$ cat src/rtl/uart_tx_pkg.sv
// Shared definitions for the memory-mapped UART transmitter: register map,
// STATUS bit layout and the serializer state encoding.
package uart_tx_pkg;

  // Word offsets, decoded from mem_addr[3:2]
  localparam logic [1:0] REG_TXDATA  = 2'd0;
  localparam logic [1:0] REG_STATUS  = 2'd1;
  localparam logic [1:0] REG_BAUDDIV = 2'd2;
  localparam logic [1:0] REG_RSVD    = 2'd3;

  // STATUS bit positions
  localparam int STAT_BUSY      = 0;
  localparam int STAT_FULL      = 1;
  localparam int STAT_EMPTY     = 2;
  localparam int STAT_OVF       = 3;
  localparam int STAT_COUNT_LSB = 8;
  localparam int STAT_COUNT_W   = 4;

  typedef enum logic [1:0] {
    ST_IDLE  = 2'd0,
    ST_START = 2'd1,
    ST_DATA  = 2'd2,
    ST_STOP  = 2'd3
  } tx_state_e;

endpackage

$ cat src/rtl/uart_tx_mmio_sync_fifo.sv
// Single-clock FIFO with registered occupancy count; head entry is visible
// on rdata whenever the FIFO is non-empty. DEPTH must be a power of two.
module sync_fifo #(
  parameter int WIDTH = 8,
  parameter int DEPTH = 8
) (
  input  logic                     clk,
  input  logic                     rst,
  input  logic                     push,
  input  logic [WIDTH-1:0]         wdata,
  input  logic                     pop,
  output logic [WIDTH-1:0]         rdata,
  output logic                     full,
  output logic                     empty,
  output logic [$clog2(DEPTH):0]   count
);

  localparam int AW = $clog2(DEPTH);

  logic [WIDTH-1:0] mem [DEPTH];
  logic [AW-1:0]    wr_ptr;
  logic [AW-1:0]    rd_ptr;
  logic             do_push;
  logic             do_pop;

  assign do_push = push & ~full;
  assign do_pop  = pop & ~empty;

  // count never exceeds DEPTH = 2**AW, so its MSB alone flags full
  assign full  = count[AW];
  assign empty = (count == '0);
  assign rdata = mem[rd_ptr];

  // NOTE: sequential state uses non-blocking assignments so every register
  // samples the pre-edge values, independent of statement order.
  always_ff @(posedge clk) begin
    if (!rst) begin
      wr_ptr <= '0;
      rd_ptr <= '0;
      count  <= '0;
    end else begin
      if (do_push) wr_ptr <= wr_ptr + 1'b1;
      if (do_pop)  rd_ptr <= rd_ptr + 1'b1;
      case ({do_push, do_pop})
        2'b10:   count <= count + 1'b1;
        2'b01:   count <= count - 1'b1;
        default: count <= count;
      endcase
    end
  end

  // NOTE: storage is deliberately left out of reset; pointers and count
  // define validity, and an unreset array maps onto plain RAM.
  always_ff @(posedge clk) begin
    if (do_push) mem[wr_ptr] <= wdata;
  end

endmodule

$ cat src/rtl/uart_tx_mmio.sv
// Memory-mapped 8N1 UART transmitter: register decode, TX FIFO, baud
// counter and frame serializer.
module uart_tx_mmio
  import uart_tx_pkg::*;
#(
  parameter int          FIFO_DEPTH     = 8,
  parameter logic [15:0] BAUD_DIV_RESET = 16'd104
) (
  input  logic        clk,
  input  logic        rst,
  input  logic        io_sel,
  input  logic [3:0]  mem_addr,
  input  logic [31:0] mem_wdata,
  input  logic [3:0]  mem_mask,
  input  logic        mem_wstrb,
  output logic [31:0] mem_rdata,
  output logic        tx
);

  localparam int CW = $clog2(FIFO_DEPTH) + 1;

  logic [1:0]    word;
  logic          wr_en;
  logic          txdata_wr;
  logic          status_wr;
  logic          baud_wr;

  logic          overflow;
  logic [15:0]   baud_div;
  logic [15:0]   div_next;

  logic          fifo_push;
  logic          fifo_pop;
  logic [7:0]    fifo_rdata;
  logic          fifo_full;
  logic          fifo_empty;
  logic [CW-1:0] fifo_count;

  tx_state_e     state;
  logic [7:0]    shift;
  logic [2:0]    bit_idx;
  logic [15:0]   div_lat;
  logic [15:0]   baud_cnt;
  logic          bit_end;
  logic          frame_go;

  logic          unused;
  assign unused = ^{mem_addr[1:0], mem_wdata[31:16], mem_mask[3:2]};

  assign word      = mem_addr[3:2];
  assign wr_en     = io_sel & mem_wstrb;
  assign txdata_wr = wr_en && (word == REG_TXDATA) && mem_mask[0];
  assign status_wr = wr_en && (word == REG_STATUS);
  assign baud_wr   = wr_en && (word == REG_BAUDDIV);

  // Full is judged before any same-cycle pop, so a write to a full FIFO is
  // always dropped.
  assign fifo_push = txdata_wr & ~fifo_full;

  sync_fifo #(
    .WIDTH (8),
    .DEPTH (FIFO_DEPTH)
  ) u_fifo (
    .clk   (clk),
    .rst   (rst),
    .push  (fifo_push),
    .wdata (mem_wdata[7:0]),
    .pop   (fifo_pop),
    .rdata (fifo_rdata),
    .full  (fifo_full),
    .empty (fifo_empty),
    .count (fifo_count)
  );

  always_ff @(posedge clk) begin
    if (!rst) begin
      overflow <= 1'b0;
      baud_div <= BAUD_DIV_RESET;
    end else begin
      if (txdata_wr && fifo_full)
        overflow <= 1'b1;
      else if (status_wr && mem_mask[0] && mem_wdata[STAT_OVF])
        overflow <= 1'b0;
      if (baud_wr && mem_mask[0]) baud_div[7:0]  <= mem_wdata[7:0];
      if (baud_wr && mem_mask[1]) baud_div[15:8] <= mem_wdata[15:8];
    end
  end

  // A divider of 0 would never reach its terminal count; run it as 1.
  assign div_next = (baud_div == 16'd0) ? 16'd1 : baud_div;
  assign bit_end  = (baud_cnt == div_lat - 16'd1);

  // A frame starts from IDLE, or straight out of a finished STOP bit so
  // queued bytes go out with no idle gap.
  assign frame_go = ~fifo_empty &&
                    ((state == ST_IDLE) || ((state == ST_STOP) && bit_end));
  assign fifo_pop = frame_go;

  always_ff @(posedge clk) begin
    if (!rst) begin
      state    <= ST_IDLE;
      tx       <= 1'b1;
      shift    <= '0;
      bit_idx  <= '0;
      div_lat  <= 16'd1;
      baud_cnt <= '0;
    end else begin
      case (state)
        ST_IDLE: begin
          if (frame_go) begin
            state    <= ST_START;
            tx       <= 1'b0;
            shift    <= fifo_rdata;
            div_lat  <= div_next;
            baud_cnt <= '0;
          end
        end
        ST_START: begin
          if (bit_end) begin
            state    <= ST_DATA;
            tx       <= shift[0];
            shift    <= {1'b0, shift[7:1]};
            bit_idx  <= '0;
            baud_cnt <= '0;
          end else begin
            baud_cnt <= baud_cnt + 16'd1;
          end
        end
        ST_DATA: begin
          if (bit_end) begin
            baud_cnt <= '0;
            if (bit_idx == 3'd7) begin
              state <= ST_STOP;
              tx    <= 1'b1;
            end else begin
              bit_idx <= bit_idx + 3'd1;
              tx      <= shift[0];
              shift   <= {1'b0, shift[7:1]};
            end
          end else begin
            baud_cnt <= baud_cnt + 16'd1;
          end
        end
        ST_STOP: begin
          if (bit_end) begin
            baud_cnt <= '0;
            if (frame_go) begin
              state   <= ST_START;
              tx      <= 1'b0;
              shift   <= fifo_rdata;
              div_lat <= div_next;
            end else begin
              state <= ST_IDLE;
            end
          end else begin
            baud_cnt <= baud_cnt + 16'd1;
          end
        end
        default: begin
          state <= ST_IDLE;
          tx    <= 1'b1;
        end
      endcase
    end
  end

  // NOTE: every output of a combinational block gets a default first so no
  // path through the case leaves it unassigned and infers a latch.
  always_comb begin
    mem_rdata = '0;
    if (io_sel) begin
      case (word)
        REG_STATUS: begin
          mem_rdata[STAT_BUSY]  = (state != ST_IDLE);
          mem_rdata[STAT_FULL]  = fifo_full;
          mem_rdata[STAT_EMPTY] = fifo_empty;
          mem_rdata[STAT_OVF]   = overflow;
          mem_rdata[STAT_COUNT_LSB +: STAT_COUNT_W] = STAT_COUNT_W'(fifo_count);
        end
        REG_BAUDDIV: mem_rdata[15:0] = baud_div;
        default:     mem_rdata = '0;
      endcase
    end
  end

endmodule

$ cat config.mk
export PLATFORM = sky130hd
export DESIGN_NAME = uart_tx_mmio
export DESIGN_NICKNAME = d
export VERILOG_FILES = /design/src/rtl/uart_tx_pkg.sv /design/src/rtl/uart_tx_mmio_sync_fifo.sv /design/src/rtl/uart_tx_mmio.sv
export SDC_FILE = /design/constraint.sdc
export NUM_CORES = 1
export LEC_CHECK = 0
export ABC_AREA = 1
export CELL_PAD_IN_SITES_DETAIL_PLACEMENT = 0
export CELL_PAD_IN_SITES_GLOBAL_PLACEMENT = 1
export CORE_MARGIN = 1
export CORE_UTILIZATION = 44
export CTS_BUF_LIST = sky130_fd_sc_hd__clkbuf_4 sky130_fd_sc_hd__clkbuf_8
export DETAILED_ROUTE_END_ITERATION = 6
export PLACE_DENSITY_LB_ADDON = 0.2
export REMOVE_ABC_BUFFERS = 1
export SETUP_SLACK_MARGIN = 0.2
export SYNTH_ARGS = -nofsm -noshare
export SYNTH_HDL_FRONTEND = slang
export SYNTH_HIERARCHICAL = 1
export SYNTH_SLANG_ARGS = --single-unit
$ cat constraint.sdc
create_clock -name clk -period 3.5 [get_ports clk]
set_input_delay 0.7 -clock clk [delete_from_list [all_inputs] [get_ports clk]]
set_output_delay 0.7 -clock clk [all_outputs]
set_load 0.02 [all_outputs]
Word level (Yosys, flattened, before mapping):

Memories as Yosys holds them, arrays and structs flattened. A register that Yosys moved wholly into a read port is not among the register bits.
Index checks and enable logic that the tools add are counted.

* latch bits: 0
* memory bits (read-only): 0
* memories: 1
* input bits: 44
* RAM bits: 64
* word-level logic and storage cells: 110
* bits in registers: 73

* shifts and indexed selects: 0
* magnitude comparators: 0
* multiplexer cells: 42
* reduce and logical (&&, ||, !) cells: 27
* bitwise gates (word level): 6
* div/mod/pow operators: 0
* multiply operators: 0
* eq/ne operators: 15
* $add $sub $neg: 7

Memory list
* u_fifo.mem: depth 8, width 8, read ports 1, clocked after Yosys merged registers in 1, write ports 1, line uart_tx_mmio_sync_fifo.sv:20 `logic [WIDTH-1:0] mem [DEPTH];`

Operator list (number)
* two-way mux 16 bit: 6
* one-hot mux 16 bit (2 select lines): 2
* two-way mux 8 bit: 5
* one-hot mux 8 bit (4 select lines): 1
* one-hot mux 4 bit (2 select lines): 3
* adder 16 x 1 -> 16 bit, second input constant: 1
* == test 16 bit: 1
* logical NOT 16 bit: 1
* subtractor 16 x 1 -> 16 bit, second input constant: 1
* two-way mux 3 bit: 5
* logical AND 1 bit: 11
* two-way mux 1 bit: 10
* two-way mux 2 bit: 5
* != test 2 bit, second input constant: 5
* nonzero test 2 bit: 5
* adder 3 x 1 -> 3 bit, second input constant: 3
* == test 2 bit, second input constant: 4
* two-way mux 4 bit: 2
* one-hot mux 2 bit (4 select lines): 1
* AND reduction 4 bit: 2
* == test 2 x 1 -> 1 bit, second input constant: 3
* one-hot mux 3 bit (2 select lines): 1
* AND reduction 5 bit: 1
* adder 4 x 1 -> 4 bit, second input constant: 1
* 12 further kinds: 17

Depth between registers and ports, before layout:

* depth in word-level cells: 8
* mapped depth: 28
* mapped depth without buffers: 28

Cells and area by module:

The synthesis kept the hierarchy.

Modules (own cells, without submodules)
* uart_tx_mmio: area an instance 3865.0 sq um, cells an instance 591, seq. area each 1261.2 sq um, instances 1
* sync_fifo: area an instance 3180.6 sq um, cells an instance 274, seq. area each 2182.1 sq um, instances 1

Worst setup path before layout:

Ideal clock, no wire load.

* kind: register -> register
* start point: reg div_lat[0]
* end point: reg u_fifo.count[2]
* arrival: 2.840 ns
* setup time: 0.115 ns
* period minus slack after synthesis: 2.956 ns
* cell stages (with the launch flop): 27
* setup slack: 0.544 ns
* cells stage by stage: dfxtp_1 inv_1 ha_1 nand2_1 inv_1 nor2_1 nand2_1 nor2_1 nand3_1 nor2_1 nand2_1 nor2_2 nand3_4 nand2_4 nand2_4 inv_1 nand2_1 inv_1 ha_1 nand2_1 inv_1 nor2_1 ha_1 a21oi_1 xnor2_1 o21ai_0 inv_1

* word-level cells in the longest chain between the ends: 8
* elaborated cells between the ends (all ways): 10
* those cells by class: add/sub: 1; eq/ne: 3; mux: 1; bitwise: 1; reduce/logical: 4

Ends and longest elaborated chain
* start, declared: line uart_tx_mmio.sv:42 `logic [15:0] div_lat;`
* start signal, assigned: line uart_tx_mmio.sv:114 `div_lat <= div_next;`
* start signal, assigned: line uart_tx_mmio.sv:151 `div_lat <= div_next;`
* subtractor 16 x 1 -> 16 bit (*): line uart_tx_mmio.sv:91 `assign bit_end = (baud_cnt == div_lat - 16'd1);`
* == test 16 bit (*): line uart_tx_mmio.sv:91
* logical AND 1 bit (*): line uart_tx_mmio.sv:96 `((state == ST_IDLE) || ((state == ST_STOP) && bit_end));`
* logical OR 1 bit (*): line uart_tx_mmio.sv:96
* logical AND 1 bit (*): line uart_tx_mmio.sv:95 `assign frame_go = ~fifo_empty &&`
* net fifo_pop: line uart_tx_mmio.sv:33 `logic fifo_pop;`
* bitwise AND 1 bit (*): line uart_tx_mmio_sync_fifo.sv:27 `assign do_pop = pop & ~empty;`
* == test 2 x 1 -> 1 bit / == test 2 bit (equally long branches): line uart_tx_mmio_sync_fifo.sv:44 `case ({do_push, do_pop})`
* one-hot mux 4 bit (2 select lines) / nonzero test 2 bit (equally long branches)
* end signal, assigned: line uart_tx_mmio_sync_fifo.sv:45 `2'b10: count <= count + 1'b1;`
* end signal, assigned: line uart_tx_mmio_sync_fifo.sv:46 `2'b01: count <= count - 1'b1;`
* end signal, assigned: line uart_tx_mmio_sync_fifo.sv:47 `default: count <= count;`
* end, declared: line uart_tx_mmio_sync_fifo.sv:15 `output logic [$clog2(DEPTH):0] count`

Mark *: on every way through the listed nets, which the timed path passes. The rest lies on a longest branch.
A chain may end at the register's enable or synchronous reset.

Worst setup path after layout:

* start point: in mem_addr[2]
* end point: out mem_rdata[5]

* word-level cells in the longest chain between the ends: 3

Ends and longest elaborated chain
* start, declared: line uart_tx_mmio.sv:12 `input logic [3:0] mem_addr,`
* == test 2 bit: line uart_tx_mmio.sv:172 `case (word)`
* two-way mux 4 bit: line uart_tx_mmio.sv:172
* two-way mux 16 bit: line uart_tx_mmio.sv:171 `if (io_sel) begin`
* end, declared: line uart_tx_mmio.sv:16 `output logic [31:0] mem_rdata,`

Every way passes these cells.

==> impl_results.md <==
- Clock Path Buffers: 2
- Fin crit period: 3.23 ns
- Core ar.: 0.0154 mm^2
- Vias in the first global route: 5539
- Initial antenna violation count: 0
- Synth warn: 6
- Detailed Route WL: 15800 um
- Distinct cell type count after synthesis: 44
- H-tree depth: 4
- Max-cap viol count: 0
- GP Congestion: 0.873
- Leakage: 3.37 nW
- CTS tree: built
- Sw Share: 39.6%
- Full die area: 0.0165 mm^2
- Final Non-Filler Cells: 1139
- Fin area: 0.00801 mm^2
- Crit path DAT: 2.53 ns
- Initial Util: 45.7%
- Outcome: finished clean
- Slew @ Worst Pin: 1.06 ns
- Post-CTS Hold Buffers: 0
- Share of layout cells above drive strength 1: 8.84%
- Combinational Power Share: 35.6%
- Clock sink count: 140
- Placed cell count: 1107
- Sequential Power Share: 40.3%
- DRT Pass-1 Iters: 4
- Pins Over Slew Limit: 0
- Startpoint Class: input pin
- RSZ-0062 raised after global routing: true
- Fillers: 1489
- CP endpoint kind: output pin
- Clk slew on worst S/H paths: 0.08 ns
- Hold Path Class: reg2reg
- Initial drt markers: 325
- Post-DP HPWL: 11400 um
- Setup CP Type: in2out
- N_diodes: 0
- CP Data Required Time: 2.80 ns
- Clock Power Share: 24.1%
- Avg Inst Size Synth: 8.15 um^2
- Max transition margin: 29.1%
- Global-route wire length before repair: 26400 um
- DIE WIDTH: 129 um
- NetSw: 0.00191 W
- Root Driver: clkbuf_8
- Vias per cell: 5.02
- # setup viols final: 0
- Setup TNS Final: 0 ns
- Post-route worst setup slack: 0.265 ns
- Cell-internal power: 0.00291 W
- Clock Skew: 0.00882 ns
- Pwr dens: 602 mW/mm^2
- Total grt overflow: 0
- Total CTS buffers: 17
- Largest area contributor in the netlist: edfxtp_1
- Hold Path Stages: 2
- Row count: 45
- Synthesis-stage register bit count: 140
- Pin count of the biggest net entering global routing: 33
- I/O Pins: 77
- Routed WL per cell: 13.8 um
- Area grow syn2layout: 13.6%
- Peak fanout along the critical path: 4
- Reg2reg path depth: 26
- Die Ht: 129 um
- Register area share after synthesis: 48.9%
- Setup Buffers After CTS: 0
- FMAX: 309 MHz
- Nets@finish: 976
- Ranking of synthesized cells by area: edfxtp_1 27%, dfxtp_1 22%, nand2_1 11%
- Fin crit share: 92.4%
- Worst vdd ir: 311 uV
- Overall routing resource usage: 20.6%
- Worst slack at placement: 0.182 ns
- Via count: 5723
- Post-Synthesis Cell Area: 0.00705 mm^2
- Antenna viol nets, final: 0
- Clock insertion delay at the later pin of the skew report: 0.45 ns
- Synth top area share: 27.3%
- Post-DP Area: 0.00761 mm^2
- Port-buffer cells: 40
- Final Hold Vio Count: 0
- Drc violations: 0
- Cells after synthesis: 865
## cell families after synthesis
kind of cell | synth area share (%)
simple gates | 22.6
flops | 48.9
other cells | 0.0532
buf+inv | 9.13
mux | 1.14
xor+xnor | 2.34
compound gates | 12.8
fa+ha+maj | 3.02
## critical path: stages
cell and delay (ns):
clkdlybuf4s50_1 0.44, inv_1 0.10, ha_1 0.18, clkinv_1 0.21, nor3_2 0.25, clkdlybuf4s50_1 0.66
## layer usage
| metal | GRT usage [%] | up-vias | wire [um] | part of all wire [%] |
|---|---|---|---|---|
| li1 | - | 2919 | - | - |
| met1 | 28.8 | 2654 | 7960 | 50 |
| met2 | 32.1 | 133 | 7010 | 44 |
| met3 | 3.49 | 17 | 565 | 3.6 |
| met4 | 7.47 | 0 | 238 | 1.5 |
| met5 | 0 | - | 0 | 0 |
## cells in the final DEF (no fill, tap or decap), types with 4 or more instances in the layout
| cell | Yosys | layout |
|---|---|---|
| nand2_1 | 199 | 199 |
| nor2_1 | 91 | 90 |
| inv_1 | 86 | 85 |
| a21oi_1 | 79 | 79 |
| dfxtp_1 | 76 | 76 |
| edfxtp_1 | 64 | 64 |
| o21ai_0 | 57 | 56 |
| nand3_1 | 43 | 43 |
| clkdlybuf4s50_1 | 0 | 28 |
| o21ai_1 | 19 | 20 |
| buf_4 | 18 | 18 |
| clkbuf_8 | 0 | 17 |
| ha_1 | 17 | 16 |
| conb_1 | 1 | 16 |
| dlymetal6s2s_1 | 0 | 12 |
| nor2_2 | 9 | 10 |
| xnor2_1 | 10 | 10 |
| nor3_1 | 11 | 8 |
| mux2i_1 | 8 | 8 |
| o22ai_1 | 8 | 8 |
| xor2_1 | 7 | 7 |
| nand4_1 | 7 | 7 |
| nand2_4 | 5 | 5 |
| clkinv_1 | 4 | 5 |
| clkinvlp_4 | 0 | 4 |
## cell usage after synthesis, drive strengths merged
cell type,number
conb,1
inv,88
nor2,101
ha,17
o22ai,8
nand4,7
a22oi,1
a211oi,1
o21ai,77
o21bai,2
nor4,1
xor2,8
nand3,45
clkbuf,13
nand3b,1
a41oi,2
edfxtp,64
xnor2,10
mux2i,8
a21oi,80
clkinv,5
dfxtp,76
and2,1
buf,29
nor3,11
nand2,207
o221ai,1
## metrics by stage
| stage | util (%) | hold slack, ns | total power [W] |
|---|---|---|---|
| floorplan | - | 0.436 | 0.00319 |
| global placement | 49.3 | 0.444 | 0.00363 |
| detailed placement | 49.3 | 0.450 | 0.00367 |
| CTS | 51.6 | 0.461 | 0.00484 |
| global route | 51.9 | 0.476 | 0.00515 |
| finish | 51.9 | 0.457 | 0.00482 |
## layout make-up
| class | count | area (um^2) | share of cell area (%) |
|---|---|---|---|
| Clock inverter | 12 | 91.3 | 1.14 |
| Multi-Input combinational cell | 605 | 3040 | 37.9 |
| Clock buffer | 20 | 256 | 3.20 |
| Timing Repair Buffer | 58 | 566 | 7.06 |
| Sequential cell | 140 | 3440 | 43.0 |
| Tap cell | 211 | 264 | 3.30 |
| Inverter | 93 | 350 | 4.38 |
## state kept, by name, indices dropped and copies added (netlist names), named ones only
register,count
state,2
u_fifo/wr_ptr,3
u_fifo/mem,64
shift,8
u_fifo/count,4
tx,1
bit_idx,3
u_fifo/rd_ptr,3
baud_div,16
baud_cnt,16
overflow,1
div_lat,16
## power groups by stage
stage	Sequential (W)	Clock [W]	Combinational [W]
after global placement	0.00197	0	0.00166
after CTS	0.00194	0.00119	0.00170
after global routing	0.00196	0.00125	0.00194
after detailed placement	0.00198	0	0.00170
after floorplan	0.00196	0	0.00123
final	0.00194	0.00116	0.00172
## worst paths after layout
check | from | slack [ns] | end
min reg2reg | tx$_SDFFE_PN1P_ | 0.46 | tx$_SDFFE_PN1P_
max | mem_addr[2] | 0.27 | mem_rdata[5]
min | tx$_SDFFE_PN1P_ | 0.46 | tx$_SDFFE_PN1P_
max reg2reg | div_lat[0]$_SDFFE_PN1P_ | 0.40 | u_fifo/count[2]$_SDFFE_PN0P_
## what timing repair did
action,CTS,global route
endpoints found under the setup margin,1,17
resized for setup,1,18
pin swaps,0,0
(Power assumes the default switching activity.)
